==> src/rtl/karatsuba64_seq_if.sv <==
`default_nettype none
// ============================================================================
// Module  : karatsuba64_seq_if
// Brief   : Request/result bus and sub-multiplier port of karatsuba64_seq.
// Rev     : 1.0  initial release
// ============================================================================
interface karatsuba64_seq_if;
    logic         start;
    logic [63:0]  A;
    logic [63:0]  B;
    logic         busy;
    logic [127:0] P;
    logic         err;
    logic         valid_out;
    logic         sm_start;
    logic [33:0]  sm_a;
    logic [33:0]  sm_b;
    logic [67:0]  sm_p;
    logic         sm_valid;

    modport master (
        output start, A, B, sm_p, sm_valid,
        input  busy, P, err, valid_out, sm_start, sm_a, sm_b
    );

    modport slave (
        input  start, A, B, sm_p, sm_valid,
        output busy, P, err, valid_out, sm_start, sm_a, sm_b
    );
endinterface
`default_nettype wire

==> src/rtl/karatsuba64_seq.sv <==
`default_nettype none
// ============================================================================
// Module  : karatsuba64_seq
// Brief   : Sequential 64x64 Karatsuba multiplier over one shared 34x34 port.
// Rev     : 1.0  initial release
// ============================================================================
module karatsuba64_seq #(
    parameter int TIMEOUT = 1023
) (
    input  wire logic         clk,
    input  wire logic         rst,
    karatsuba64_seq_if.slave  bus
);

    localparam logic [2:0] IDLE    = 3'd0;
    localparam logic [2:0] ISSUE0  = 3'd1;
    localparam logic [2:0] WAIT0   = 3'd2;
    localparam logic [2:0] ISSUE1  = 3'd3;
    localparam logic [2:0] WAIT1   = 3'd4;
    localparam logic [2:0] ISSUE2  = 3'd5;
    localparam logic [2:0] WAIT2   = 3'd6;
    localparam logic [2:0] COMBINE = 3'd7;

    localparam int            CW        = (TIMEOUT > 1) ? $clog2(TIMEOUT + 1) : 1;
    localparam logic [CW:0]   TIMEOUT_V = (CW + 1)'(TIMEOUT);

    logic [2:0]    r_state;
    logic [63:0]   r_a;
    logic [63:0]   r_b;
    logic [67:0]   r_z0;
    logic [67:0]   r_z1;
    logic [67:0]   r_z2;
    logic [127:0]  r_p;
    logic          r_valid;
    logic          r_err;
    logic [33:0]   r_sm_a;
    logic [33:0]   r_sm_b;
    logic [CW-1:0] r_wd;

    logic [32:0]   w_a_sum;
    logic [32:0]   w_b_sum;
    logic [67:0]   w_mid;
    logic [127:0]  w_prod;
    logic          w_timeout;

    assign w_a_sum = {1'b0, r_a[63:32]} + {1'b0, r_a[31:0]};
    assign w_b_sum = {1'b0, r_b[63:32]} + {1'b0, r_b[31:0]};

    // mid is the true cross term a_hi*b_lo + a_lo*b_hi, never negative
    assign w_mid  = r_z2 - r_z1 - r_z0;
    assign w_prod = ({60'd0, r_z1} << 64) + ({60'd0, w_mid} << 32) + {60'd0, r_z0};

    assign w_timeout = (TIMEOUT != 0) && (({1'b0, r_wd} + (CW + 1)'(1)) == TIMEOUT_V);

    always_ff @(posedge clk or posedge rst) begin
        if (rst) begin
            r_state <= IDLE;
            r_a     <= '0;
            r_b     <= '0;
            r_z0    <= '0;
            r_z1    <= '0;
            r_z2    <= '0;
            r_p     <= '0;
            r_valid <= 1'b0;
            r_err   <= 1'b0;
            r_sm_a  <= '0;
            r_sm_b  <= '0;
            r_wd    <= '0;
        end else begin
            r_valid <= 1'b0;
            r_err   <= 1'b0;
            case (r_state)
                IDLE: begin
                    if (bus.start) begin
                        r_a     <= bus.A;
                        r_b     <= bus.B;
                        r_sm_a  <= {2'b00, bus.A[31:0]};
                        r_sm_b  <= {2'b00, bus.B[31:0]};
                        r_state <= ISSUE0;
                    end
                end
                ISSUE0: begin
                    r_wd    <= '0;
                    r_state <= WAIT0;
                end
                ISSUE1: begin
                    r_wd    <= '0;
                    r_state <= WAIT1;
                end
                ISSUE2: begin
                    r_wd    <= '0;
                    r_state <= WAIT2;
                end
                WAIT0, WAIT1, WAIT2: begin
                    if (bus.sm_valid) begin
                        case (r_state)
                            WAIT0: begin
                                r_z0    <= bus.sm_p;
                                r_sm_a  <= {2'b00, r_a[63:32]};
                                r_sm_b  <= {2'b00, r_b[63:32]};
                                r_state <= ISSUE1;
                            end
                            WAIT1: begin
                                r_z1    <= bus.sm_p;
                                r_sm_a  <= {1'b0, w_a_sum};
                                r_sm_b  <= {1'b0, w_b_sum};
                                r_state <= ISSUE2;
                            end
                            default: begin
                                r_z2    <= bus.sm_p;
                                r_state <= COMBINE;
                            end
                        endcase
                    end else if (w_timeout) begin
                        r_p     <= '0;
                        r_err   <= 1'b1;
                        r_valid <= 1'b1;
                        r_state <= IDLE;
                    end else begin
                        r_wd <= r_wd + CW'(1);
                    end
                end
                COMBINE: begin
                    r_p     <= w_prod;
                    r_valid <= 1'b1;
                    r_state <= IDLE;
                end
                default: r_state <= IDLE;
            endcase
        end
    end

    // sm_start decodes the ISSUE states, so it is one cycle per product by construction
    assign bus.sm_start  = (r_state == ISSUE0) || (r_state == ISSUE1) || (r_state == ISSUE2);
    assign bus.busy      = (r_state != IDLE);
    assign bus.P         = r_p;
    assign bus.err       = r_err;
    assign bus.valid_out = r_valid;
    assign bus.sm_a      = r_sm_a;
    assign bus.sm_b      = r_sm_b;

endmodule
`default_nettype wire

==> src/flat_wrapper.sv <==
// flat-port wrapper written by rule: the top's interface ports become plain ports
module karatsuba64_seq_flat 
#(
    parameter int TIMEOUT = 1023
)
  (clk, rst, bus_start, bus_A, bus_B, bus_sm_p, bus_sm_valid, bus_busy, bus_P, bus_err, bus_valid_out, bus_sm_start, bus_sm_a, bus_sm_b);
  karatsuba64_seq_if bus_i ();
  input  wire logic clk;
  input  wire logic rst;
  input wire logic [$bits(bus_i.start)-1:0] bus_start;
  input wire logic [$bits(bus_i.A)-1:0] bus_A;
  input wire logic [$bits(bus_i.B)-1:0] bus_B;
  input wire logic [$bits(bus_i.sm_p)-1:0] bus_sm_p;
  input wire logic [$bits(bus_i.sm_valid)-1:0] bus_sm_valid;
  output wire logic [$bits(bus_i.busy)-1:0] bus_busy;
  output wire logic [$bits(bus_i.P)-1:0] bus_P;
  output wire logic [$bits(bus_i.err)-1:0] bus_err;
  output wire logic [$bits(bus_i.valid_out)-1:0] bus_valid_out;
  output wire logic [$bits(bus_i.sm_start)-1:0] bus_sm_start;
  output wire logic [$bits(bus_i.sm_a)-1:0] bus_sm_a;
  output wire logic [$bits(bus_i.sm_b)-1:0] bus_sm_b;
  assign bus_i.start = bus_start;
  assign bus_i.A = bus_A;
  assign bus_i.B = bus_B;
  assign bus_i.sm_p = bus_sm_p;
  assign bus_i.sm_valid = bus_sm_valid;
  assign bus_busy = bus_i.busy;
  assign bus_P = bus_i.P;
  assign bus_err = bus_i.err;
  assign bus_valid_out = bus_i.valid_out;
  assign bus_sm_start = bus_i.sm_start;
  assign bus_sm_a = bus_i.sm_a;
  assign bus_sm_b = bus_i.sm_b;
  karatsuba64_seq #(.TIMEOUT(TIMEOUT)) u_core (.clk(clk), .rst(rst), .bus(bus_i));
endmodule
==> config.mk <==
export PLATFORM = sky130hd
export DESIGN_NAME = karatsuba64_seq_flat
export DESIGN_NICKNAME = d
export VERILOG_FILES = /design/src/rtl/karatsuba64_seq_if.sv /design/src/rtl/karatsuba64_seq.sv /design/src/flat_wrapper.sv
export SDC_FILE = /design/constraint.sdc
export NUM_CORES = 2
export LEC_CHECK = 0
export ABC_AREA = 0
export ABC_CLOCK_PERIOD_IN_PS = 21900
export CORE_MARGIN = 10
export CORE_UTILIZATION = 58
export DETAILED_ROUTE_END_ITERATION = 16
export GPL_TIMING_DRIVEN = 0
export PLACE_DENSITY_LB_ADDON = 0.2
export SYNTH_ARGS = -nofsm -noshare
export SYNTH_HDL_FRONTEND = slang
export SYNTH_SLANG_ARGS = --single-unit
==> constraint.sdc <==
create_clock -name clk -period 21.9 [get_ports clk]
set_clock_uncertainty 0.05 [all_clocks]
set_input_delay 2.19 -clock clk [delete_from_list [all_inputs] [get_ports clk]]
set_output_delay 2.19 -clock clk [all_outputs]
set_load 0.02 [all_outputs]
==> impl_results.rst <==
.. list-table::
   :header-rows: 1

   * - Metric
     - Value
   * - Outcome
     - finished, final reports clean
   * - Warning count from the yosys run
     - 0
   * - Fin crit period
     - 8.34 ns
   * - Synthesis-to-finish area growth
     - 20.5%
   * - Filler cell count
     - 4591
   * - Die height
     - 264 um
   * - Input/output buffers
     - 396
   * - Die W
     - 264 um
   * - Layout net count
     - 4678
   * - Finished Core Util
     - 70.6%
   * - Placed cell area
     - 0.0397 mm2
   * - Number of core rows
     - 89
   * - Worst path slowest cell
     - fa_1
   * - Setup repair after global routing missed its margin
     - no
   * - Largest cells by area after synthesis
     - dfrtp_1 (39%), ha_1 (9.6%), mux2_2 (6.4%)
   * - Largest net degree at the start of global routing
     - around 120
   * - Global-route congestion overflow total
     - 0
   * - Hold Crit Class
     - reg -> reg
   * - Setup Fix Bufs, Post-CTS
     - 0
   * - Placeable core area
     - 0.0591 mm2
   * - Finished layout cell area
     - roughly 0.042 mm2
   * - Violation count after the first detailed-route iteration
     - 2912
   * - Ratio of routed vias to standard cells
     - 6.07
   * - Synth Flop Type
     - dfrtp_1
   * - Slew @ Worst Pin
     - 1.36 ns
   * - DRC errors left
     - 0
   * - Part of the Yosys area used for sequential elements
     - 39.1%
   * - Final standard cell count with taps included and fillers excluded
     - slightly below 5k
   * - Vias
     - 30.1k
   * - Number of flops mapped to enable cells by yosys
     - 0
   * - Number of max-cap violations
     - 0
   * - Gate Count Post-Synth
     - 3675
   * - Area of the die
     - around 0.070 mm2
   * - First-pass GRT wire length
     - 182000 um
   * - Distinct cell type count of the synthesized netlist
     - 87
   * - Sequential standard cell area
     - 0.0135 mm2
   * - Final critical-path share of the clock period
     - 38.1%
   * - Number of CTS-inserted buffers
     - between 50 and 60
   * - Number of clock sinks
     - 541
   * - Most used standard cells in the synthesized netlist
     - dfrtp_1 (541), nand2_1 (511), o21ai_0 (354), ha_1 (267), a21oi_1 (251)
   * - Boundary pin count
     - 400
   * - Routed length per instance
     - 24.1 um
   * - # resized after CTS
     - 0
   * - Area of the multi-input gates
     - 0.0196 mm2
   * - Post-route ant nets
     - 0
   * - Endpoint type of the worst setup path
     - flip-flop
   * - Largest area contributor in the synthesized netlist
     - dfrtp_1
   * - Number of global-route vias before repair
     - 30.2k
   * - Longest Clk Path Bufs
     - 3
   * - Detailed-routing iteration count for the pre-antenna-repair pass
     - 6
   * - Later-pin clock latency in the skew report
     - approximately 0.67 ns
   * - Required @ worst endpoint
     - between 20 and 25 ns
   * - Global-route total usage across every layer
     - 33.5%
   * - Register bit count reported by yosys
     - 541
   * - Crit path kind
     - reg -> reg
   * - Clk Tree Root Cell
     - clkbuf_16
   * - Clock tree from TritonCTS
     - yes
   * - Routability-driven placement congestion ratio
     - 1.00
   * - Share of final-layout standard cells stronger than drive strength 1
     - 8.63%
   * - Netlist Area Pre-Place
     - 0.0346 mm2
   * - Detailed Place HPWL
     - 94400 um
   * - Avg Synthesized Cell Area
     - 9.43 um2
   * - Inst Count DP
     - between 4k and 5k
   * - Fraction of synthesized cell area taken by the top area cell type
     - between 30% and 40%
   * - Starting Density
     - 58.6%
   * - Highest attainable clock frequency
     - 0.120 GHz
   * - Final setup violation count
     - 0
   * - Crit path largest cell delay
     - 0.56 ns
   * - Number of buffers added to fix hold violations after cts
     - 0
   * - Wire length after detailed routing
     - approximately 120000 um
   * - H-tree depth reported by CTS
     - 2
   * - Initial antenna violation count
     - 10
   * - Highest fanout seen on the critical path
     - 10
   * - Worst slew margin
     - a little under 8%
   * - Worst Setup Start Kind
     - flip-flop
   * - Final hold vios
     - 0
   * - Clock transition at path regs
     - about 0.070 ns
   * - Cell with the most instances on the worst path
     - ha_1
   * - Library cell with the highest instance count after synthesis
     - dfrtp_1
   * - Final Max Slew Viols
     - 0
   * - Post-synth ARST share
     - 100%
   * - Critical path data arrival time
     - 8.77 ns
==> registers in the layout (all words and copies together) (netlist names), 3 cells and up <==
signal,count
u_core.bus.P,128
u_core.bus.sm_a,33
u_core.bus.sm_b,33
u_core.r_a,64
u_core.r_b,64
u_core.r_state,3
u_core.r_wd,10
u_core.r_z0,68
u_core.r_z1,68
u_core.r_z2,68
==> stage by stage <==
stage                     hold slack [ns]   TNS, ns  setup WS, ns
after floorplan                     0.395         0          4.54
after global placement              0.410  -1054.03         -2.03
after detailed placement            0.420         0         13.67
after CTS                           0.433         0         13.63
after global routing                0.454         0         13.21
final                               0.429         0         13.56
==> cell families after synthesis <==
| group | Yosys count | share of synthesized area, % |
|---|---|---|
| AO/OA/AOI/OAI | 1059 | 18.9 |
| AND/OR/NAND/NOR | 927 | 11.9 |
| flip-flops | 541 | 39.1 |
| buffers and inverters | 395 | 4.35 |
| adder cells (fa/ha/maj) | 341 | 13.9 |
| XOR/XNOR | 213 | 5.38 |
| multiplexers | 198 | 6.43 |
| other | 1 | 0.0108 |
==> metal layers <==
layer	GRT usage, %	part of all wire [%]	up-vias
met1	41.8	40	14700
met4	16.1	5.3	12
li1	-	-	13900
met3	7.64	8.1	253
met2	54.4	46	1247
met5	0	0.088	-
==> worst paths after layout <==
check,cells past startpoint,startpoint,to,slack [ns]
worst max-delay path,31,u_core.r_z1[0]$_DFFE_PP0P_,u_core.bus.P[124]$_DFFE_PP0P_,13.56
worst min-delay path,2,u_core.bus.P[68]$_DFFE_PP0P_,u_core.bus.P[68]$_DFFE_PP0P_,0.43
worst max register to register,31,u_core.r_z1[0]$_DFFE_PP0P_,u_core.bus.P[124]$_DFFE_PP0P_,13.56
worst min register to register,2,u_core.bus.P[68]$_DFFE_PP0P_,u_core.bus.P[68]$_DFFE_PP0P_,0.43
max in group asynchronous,5,rst,u_core.bus.P[125]$_DFFE_PP0P_,18.01
min in group asynchronous,2,rst,u_core.bus.P[12]$_DFFE_PP0P_,2.11
==> layout by cell type (no fill, tap or decap), types with 145 or more instances in the layout <==
| master | n |
|---|---|
| clkdlybuf4s50_1 | 396 |
| mux2_2 | 196 |
| o21ai_0 | 354 |
| ha_1 | 267 |
| a21oi_1 | 251 |
| inv_1 | 210 |
| dfrtp_1 | 541 |
| nand2_1 | 511 |
| nor2_1 | 150 |
| clkbuf_1 | 168 |
| xnor2_1 | 145 |
==> cell type report <==
cell class                 instances  area share (%)
antenna                            6          0.0360
buffer                           184            1.72
clock buffer                      88            4.18
clock inverter                    18           0.605
inverter                         211            1.92
multi-input combinational       2740            47.0
sequential                       541            32.4
tap                              773            2.32
timing repair buffer             401            9.82
==> worst max-delay path: cells and delay by family, from the launching register on <==
family                     cells  cell delay [ns]
and+or+nand+nor               11             2.32
xor gates and xnor gates       2             0.46
AOI/OAI and AO/OA             10             2.58
buffers and inverters          3             0.69
DFF                            1             0.45
adders and majority gates      5             1.62
Power is left out: the tool's default activity adds up to more than one toggle a clock period on the data nets, which glitch-free logic cannot reach.
